$ cat config.mk
export PLATFORM = sky130hd
export DESIGN_NAME = game_logic_multi
export DESIGN_NICKNAME = d
export VERILOG_FILES = /design/src/rtl/game_logic_multi.sv
export SDC_FILE = /design/constraint.sdc
export NUM_CORES = 1
export LEC_CHECK = 0
export ABC_AREA = 1
export BUFFER_PORTS_ARGS = -buffer_cell sky130_fd_sc_hd__buf_2
export CORE_MARGIN = 2
export CORE_UTILIZATION = 45
export CTS_CLUSTER_DIAMETER = 40
export DETAILED_ROUTE_END_ITERATION = 7
export PLACE_DENSITY = 0.66
export SLEW_MARGIN = 5
export SYNTH_ARGS = -nofsm -noshare
export SYNTH_HDL_FRONTEND = slang
export SYNTH_SLANG_ARGS = --single-unit
$ cat constraint.sdc
create_clock -name clk -period 8.6 [get_ports clk]
set_clock_uncertainty 0.15 [all_clocks]
set_input_delay 2.15 -clock clk [delete_from_list [all_inputs] [get_ports clk]]
set_output_delay 2.15 -clock clk [all_outputs]
set_load 0.005 [all_outputs]
$ cat src/rtl/game_logic_multi.sv
// N-channel enemy game logic: per-channel spawn/fly/explode/impact FSMs, click scoring and lives.
// Define GAME_LOGIC_ESCALATION_EN to shorten flight periods as killcount grows.
module game_logic_multi #(
  parameter int unsigned N_ENEMY       = 3,
  parameter int unsigned OUT_WIDTH     = 8,
  parameter int unsigned ADDRESSWIDTH  = 16,
  parameter int unsigned X_START       = 10,
  parameter int unsigned X_END         = 200,
  parameter int unsigned Y_BASE        = 40,
  parameter int unsigned Y_STEP        = 50,
  parameter int unsigned SPAWN_BASE    = 1000,
  parameter int unsigned SPAWN_STEP    = 200,
  parameter int unsigned SPEED_BASE    = 300,
  parameter int unsigned SPEED_STEP    = 100,
  parameter int unsigned DESTROY_TIME  = 1000,
  parameter int unsigned HIT_PRECISION = 10,
  parameter int unsigned LIVES         = 3,
  parameter logic [ADDRESSWIDTH-1:0] ADR_BOMBER  = ADDRESSWIDTH'(16'h0000),
  parameter logic [ADDRESSWIDTH-1:0] ADR_EXPLODE = ADDRESSWIDTH'(16'h0100)
) (
  input  logic                             clk,
  input  logic                             rst,
  input  logic [OUT_WIDTH-1:0]             xcursor,
  input  logic [OUT_WIDTH-1:0]             ycursor,
  input  logic                             click,
  output logic [N_ENEMY*OUT_WIDTH-1:0]     xenemy,
  output logic [N_ENEMY*OUT_WIDTH-1:0]     yenemy,
  output logic [N_ENEMY-1:0]               spawn_enemy,
  output logic [N_ENEMY*ADDRESSWIDTH-1:0]  adr_enemy,
  output logic [N_ENEMY-1:0]               base_nuked,
  output logic [OUT_WIDTH-1:0]             killcount,
  output logic [3:0]                       lives,
  output logic                             game_over
);

  localparam int unsigned SpawnMax = SPAWN_BASE + (N_ENEMY - 1) * SPAWN_STEP;
  localparam int unsigned SpeedMax = SPEED_BASE + (N_ENEMY - 1) * SPEED_STEP;
  localparam int unsigned CntMax0  = (SpawnMax > SpeedMax) ? SpawnMax : SpeedMax;
  localparam int unsigned CntMax   = (CntMax0 > DESTROY_TIME) ? CntMax0 : DESTROY_TIME;
  localparam int unsigned CntW     = $clog2(CntMax + 1);

  localparam logic [OUT_WIDTH-1:0] XStart     = OUT_WIDTH'(X_START);
  localparam logic [OUT_WIDTH-1:0] XEnd       = OUT_WIDTH'(X_END);
  localparam logic [OUT_WIDTH-1:0] HitPrec    = OUT_WIDTH'(HIT_PRECISION);
  localparam logic [OUT_WIDTH-1:0] KillMax    = '1;
  localparam logic [CntW-1:0]      DestroyLim = CntW'(DESTROY_TIME - 1);

  typedef enum logic [1:0] {StIdle, StFly, StExplode, StImpact} state_e;

  state_e                  state_q [N_ENEMY];
  state_e                  state_d [N_ENEMY];
  logic [CntW-1:0]         cnt_q   [N_ENEMY];
  logic [CntW-1:0]         cnt_d   [N_ENEMY];
  logic [OUT_WIDTH-1:0]    x_q     [N_ENEMY];
  logic [OUT_WIDTH-1:0]    x_d     [N_ENEMY];
  logic [CntW-1:0]         spd_lim [N_ENEMY];

  logic [N_ENEMY-1:0]              hit, impact, spawn_q, nuked_q, nuked_d;
  logic [N_ENEMY*ADDRESSWIDTH-1:0] adr_q;
  logic [OUT_WIDTH-1:0]            killcount_q, killcount_d;
  logic [OUT_WIDTH:0]              kill_sum;
  logic [3:0]                      lives_q, lives_d, n_hit, n_imp;
  logic                            game_over_q, game_over_d, click_q, fire_q;

  function automatic logic [OUT_WIDTH-1:0] abs_diff(logic [OUT_WIDTH-1:0] a,
                                                    logic [OUT_WIDTH-1:0] b);
    return (a >= b) ? a - b : b - a;
  endfunction

  function automatic logic [OUT_WIDTH-1:0] chan_y(int unsigned i);
    return OUT_WIDTH'(Y_BASE + i * Y_STEP);
  endfunction

  function automatic logic [CntW-1:0] spawn_lim(int unsigned i);
    return CntW'(SPAWN_BASE + i * SPAWN_STEP - 1);
  endfunction

`ifdef GAME_LOGIC_ESCALATION_EN
  localparam int unsigned LvlStep  = SPEED_BASE / 8;
  localparam int unsigned PerFloor = (LvlStep == 0) ? 1 : LvlStep;

  logic [CntW-1:0]      spd_lim_q [N_ENEMY];
  logic [CntW-1:0]      spd_next  [N_ENEMY];
  logic [OUT_WIDTH-1:0] kill_div;
  logic [2:0]           level;

  function automatic int unsigned period(int unsigned i, logic [2:0] lvl);
    int unsigned base, cut;
    base = SPEED_BASE + i * SPEED_STEP;
    cut  = 32'(lvl) * LvlStep;
    return (base >= cut + PerFloor) ? base - cut : PerFloor;
  endfunction

  assign kill_div = killcount_q >> 3;
  assign level    = (kill_div > OUT_WIDTH'(7)) ? 3'd7 : kill_div[2:0];

  always_comb begin
    for (int unsigned i = 0; i < N_ENEMY; i++) begin
      spd_next[i] = CntW'(period(i, level) - 1);
      spd_lim[i]  = spd_lim_q[i];
    end
  end

  // Any FLY cycle with a cleared speed counter is a reload point.
  always_ff @(posedge clk or negedge rst) begin
    if (!rst) begin
      for (int unsigned i = 0; i < N_ENEMY; i++) begin
        spd_lim_q[i] <= CntW'(SPEED_BASE + i * SPEED_STEP - 1);
      end
    end else begin
      for (int unsigned i = 0; i < N_ENEMY; i++) begin
        if ((state_d[i] == StFly) && (cnt_d[i] == '0)) spd_lim_q[i] <= spd_next[i];
      end
    end
  end
`else
  always_comb begin
    for (int unsigned i = 0; i < N_ENEMY; i++) begin
      spd_lim[i] = CntW'(SPEED_BASE + i * SPEED_STEP - 1);
    end
  end
`endif

  always_comb begin
    for (int unsigned i = 0; i < N_ENEMY; i++) begin
      hit[i] = fire_q && !game_over_q && (state_q[i] == StFly) &&
               (abs_diff(x_q[i], xcursor) <= HitPrec) &&
               (abs_diff(chan_y(i), ycursor) <= HitPrec);
    end
  end

  always_comb begin
    n_hit   = '0;
    n_imp   = '0;
    nuked_d = nuked_q;
    for (int unsigned i = 0; i < N_ENEMY; i++) begin
      state_d[i] = state_q[i];
      cnt_d[i]   = cnt_q[i];
      x_d[i]     = x_q[i];
      impact[i]  = 1'b0;
      if (!game_over_q) begin
        unique case (state_q[i])
          StIdle: begin
            if (cnt_q[i] == spawn_lim(i)) begin
              state_d[i] = StFly;
              cnt_d[i]   = '0;
              x_d[i]     = XStart;
            end else begin
              cnt_d[i] = cnt_q[i] + 1'b1;
            end
          end
          StFly: begin
            // A hit beats a same-cycle step into the base.
            if (hit[i]) begin
              state_d[i] = StExplode;
              cnt_d[i]   = '0;
            end else if (cnt_q[i] == spd_lim[i]) begin
              cnt_d[i] = '0;
              if (x_q[i] + 1'b1 == XEnd) begin
                state_d[i] = StImpact;
                x_d[i]     = XEnd;
              end else begin
                x_d[i] = x_q[i] + 1'b1;
              end
            end else begin
              cnt_d[i] = cnt_q[i] + 1'b1;
            end
          end
          StExplode: begin
            if (cnt_q[i] == DestroyLim) begin
              state_d[i] = StIdle;
              cnt_d[i]   = '0;
              x_d[i]     = XStart;
            end else begin
              cnt_d[i] = cnt_q[i] + 1'b1;
            end
          end
          StImpact: begin
            impact[i]  = 1'b1;
            nuked_d[i] = 1'b1;
            state_d[i] = StIdle;
            cnt_d[i]   = '0;
            x_d[i]     = XStart;
          end
          default: ;
        endcase
      end
      n_hit = n_hit + 4'(hit[i]);
      n_imp = n_imp + 4'(impact[i]);
    end

    kill_sum    = {1'b0, killcount_q} + (OUT_WIDTH + 1)'(n_hit);
    killcount_d = (kill_sum > {1'b0, KillMax}) ? KillMax : kill_sum[OUT_WIDTH-1:0];
    lives_d     = (lives_q > n_imp) ? lives_q - n_imp : '0;
    game_over_d = game_over_q | (lives_d == '0);

    // Losing the last life parks every channel on the same edge.
    if (game_over_d && !game_over_q) begin
      for (int unsigned i = 0; i < N_ENEMY; i++) begin
        state_d[i] = StIdle;
        cnt_d[i]   = '0;
        x_d[i]     = XStart;
      end
    end
  end

  always_ff @(posedge clk or negedge rst) begin
    if (!rst) begin
      for (int unsigned i = 0; i < N_ENEMY; i++) begin
        state_q[i] <= StIdle;
        cnt_q[i]   <= '0;
        x_q[i]     <= XStart;
      end
      spawn_q     <= '0;
      adr_q       <= {N_ENEMY{ADR_BOMBER}};
      nuked_q     <= '0;
      killcount_q <= '0;
      lives_q     <= 4'(LIVES);
      game_over_q <= 1'b0;
      click_q     <= 1'b0;
      fire_q      <= 1'b0;
    end else begin
      for (int unsigned i = 0; i < N_ENEMY; i++) begin
        state_q[i] <= state_d[i];
        cnt_q[i]   <= cnt_d[i];
        x_q[i]     <= x_d[i];
        spawn_q[i] <= (state_d[i] == StFly) || (state_d[i] == StExplode);
        adr_q[i*ADDRESSWIDTH +: ADDRESSWIDTH] <=
            (state_d[i] == StExplode) ? ADR_EXPLODE : ADR_BOMBER;
      end
      nuked_q     <= nuked_d;
      killcount_q <= killcount_d;
      lives_q     <= lives_d;
      game_over_q <= game_over_d;
      click_q     <= click;
      fire_q      <= click & ~click_q;
    end
  end

  always_comb begin
    for (int unsigned i = 0; i < N_ENEMY; i++) begin
      xenemy[i*OUT_WIDTH +: OUT_WIDTH] = x_q[i];
      yenemy[i*OUT_WIDTH +: OUT_WIDTH] = chan_y(i);
    end
  end

  assign spawn_enemy = spawn_q;
  assign adr_enemy   = adr_q;
  assign base_nuked  = nuked_q;
  assign killcount   = killcount_q;
  assign lives       = lives_q;
  assign game_over   = game_over_q;

endmodule
==> metrics.txt <==
die area=roughly 0.021 mm2; IO buf count=64; initial antenna violation count=0; WL final=roughly 22000 um; post-DR vias/cell=between 5 and 6; Starting Density=between 40% and 50%; Final WS setup=approximately 2.7 ns; first-pass GRT wire length=approximately 36000 um; P_leak=~4.9 nW; Die Width=roughly 140 um; # clock sinks=87; CTS tree=built; Finished Cell Area=0.009394 mm2; Overflow after GRT=0; FF-to-FF setup slack=~4 ns; max cap viols=0; number of buffers added for setup after CTS=0; vias in the first global route=7389; Final ANT Viol Nets=0; share of flip-flops with an asynchronous set or reset=100.0%; ANT cells=0; Sequential Area=roughly 0.0022 mm2; crit path kind=in2reg; DR iter-0 viols=504; Core Region=0.01927 mm2; clock root cell=clkbuf_16; startpoint class of the critical path=input pin; highest metal used=met4; Site Rows=slightly above 50; Min Clock Period, post-route=between 5 and 6 ns; CTS Buf Count=9; Synth top area share=22.56%; synthesized instance count=about 1.3k; PostCTS Resize Cnt=0; worst skew pair latency=approximately 0.35 ns; FILL cells=between 1.5k and 2k; drt wl/cell=approximately 14 um; Yosys reg bits=87; crit path max fanout=7; Die H=roughly 140 um; Synth area leaders=dfrtp_1 (23%), nand2_1 (14%), ha_1 (10%); layout cell share with drive strength beyond 1=between 10% and 20%; multi-input logic area=~0.0055 mm2; nets=about 1.4k; Clock Tree Buf Depth=2; synth warn=0; setup_tns=0 ns; sequential element share of the synthesized area=approximately 25%; Place WS=between 2 and 2.5 ns; H-tree levels=3; worst-margin pin slew=around 0.90 ns; # DRC=0; Post-Synthesis Cell Area=0.008763 mm2; outcome=complete, no violations; met2 wire len=10210 um; DR vias=~8.0k; fmax=~170 MHz; final number of hold-violating endpoints=0; Worst Hold Class=reg2reg; cts hold-fix bufs=0; Overall Global Routing Usage=a little over a fifth; met1 wire length=~10000 um; Post-synth EDFFs=0; hpwl dp=between 15000 and 20000 um; area leader, netlist=dfrtp_1; met3 routed WL=1157 um; commonest cells in the synthesized netlist=nand2_1 (324), inv_1 (178), nor2_1 (110), nand3_1 (101), dfrtp_1 (79); Slew Limit Fails=0; unrepaired setup endpoints after global routing=false; Avg Cell Area, Syn=6.889 um2; predominant post-synthesis flop cell=dfrtp_1; Area Growth Syn to Fin=7.196%; I/O pin count=between 100 and 150; Worst EP arrival=~6.0 ns; fin crit share=68.82%; count leader, synth=nand2_1; area post-placement=slightly above 0.009 mm2; Crit. End Element=register; RePlAce Congestion=about 1.1; largest net degree at the start of global routing=69; endpoints failing setup=0; drt first pass iters=7; pwr/cell area=approximately 100 mW/mm2; worst relative slew slack=approximately two fifths; Worst EP required=between 8 and 9 ns; worst vdd ir=slightly above 0.00008 V; Cell variety after synth=50; Tot Pwr=approximately 0.00098 W; clk slew on worst S/H paths=around 0.06 ns
cell usage in the layout (no fill, tap or decap), types with 3 or more instances in the layout:
cell type,n
xnor2_1,9
o21a_1,7
o21ai_1,34
inv_1,178
conb_1,69
clkbuf_16,9
nand3_1,101
dfstp_2,8
nand4_1,23
inv_2,8
nor3_1,19
dfrtp_1,79
fa_1,10
o21ai_0,25
ha_1,72
buf_4,3
o211ai_1,4
nor4_1,3
a211oi_1,3
or2_2,4
o21ai_2,18
xor2_1,50
a31oi_1,4
nand3b_1,4
nand2_4,5
a21oi_1,40
buf_2,63
nor2_2,7
nand2_1,324
nand2_2,11
nor2_1,110
a21oi_2,3
final timing paths:
kind                                 to  startpoint  depth (start not counted)
max in group asynchronous    xenemy[10]         rst                          2
max                        killcount[2]  xcursor[2]                         20
max reg2reg                killcount[2]  xenemy[16]                         21
min                              fire_q     click_q                          1
min in group asynchronous      cnt_q[5]         rst                          1
min reg2reg                      fire_q     click_q                          1
metal layers:
layer / vias up / GRT usage, %
li1: 4020 / -
met1: 3728 / 29.22
met2: 236 / 35.74
met3: 36 / 2.999
met4: 0 / 6.914
met5: - / 0
area by class of cell:
cell class | count | area share [%]
multi-input combinational | 981 | 58.76
sequential | 87 | 23.28
inverter | 187 | 7.472
timing repair buffer | 66 | 3.596
tap | 265 | 3.530
clock buffer | 11 | 2.477
clock inverter | 5 | 0.8791
kinds of logic (layout without fill, tap and decap cells):
| family | count (synthesis) | count (layout) | synth area share (%) |
|---|---|---|---|
| simple gates | 628 | 628 | 31.90 |
| xor+xnor | 59 | 59 | 5.897 |
| other cells | 2 | 69 | 0.08570 |
| flops | 87 | 87 | 24.96 |
| compound gates | 143 | 143 | 9.680 |
| fa+ha+maj | 82 | 82 | 12.56 |
| buf+inv | 271 | 269 | 14.92 |
stage by stage:
stage	hold slack, ns	std cells	utilization (%)
after floorplan	0.2263	1339	-
after global placement	0.2377	1586	47.11
after detailed placement	0.2381	1586	47.11
after CTS	0.2471	1602	48.75
after global routing	0.2697	1602	48.75
final	0.2409	1602	48.75
report_power, final:
group	switching, W	leakage [nW]	internal, W	total (W)
Clock	0.000166	0.154	0.000255	0.000421
Combinational	0.000101	3.56	0.0000464	0.000148
Sequential	0.000000193	1.16	0.000410	0.000410
Total	0.000267	4.87	0.000712	0.000979
state kept, by name, summed over array words and instances (netlist names):
signal / cells
xenemy: 24
base_nuked: 3
fire_q: 1
game_over: 1
lives: 4
adr_enemy: 3
killcount: 8
spawn_enemy: 3
state_q: 6
click_q: 1
cnt_q: 33
critical path: stages:
cell and delay, ns:
buf_2 0.14, inv_1 0.12, ha_1 0.48, nand2_2 0.14, o21ai_1 0.27, nand3_1 0.14
nand3_1 0.09, nand2_1 0.05, nand3_1 0.08, nand2_1 0.11, nand2_1 0.19, inv_1 0.08
fa_1 0.51, ha_1 0.16, inv_1 0.05, fa_1 0.39, nor2_1 0.20, nand4_1 0.18
nand3b_1 0.34, o21ai_0 0.15
No activity file was read; power rests on OpenSTA's default activity.
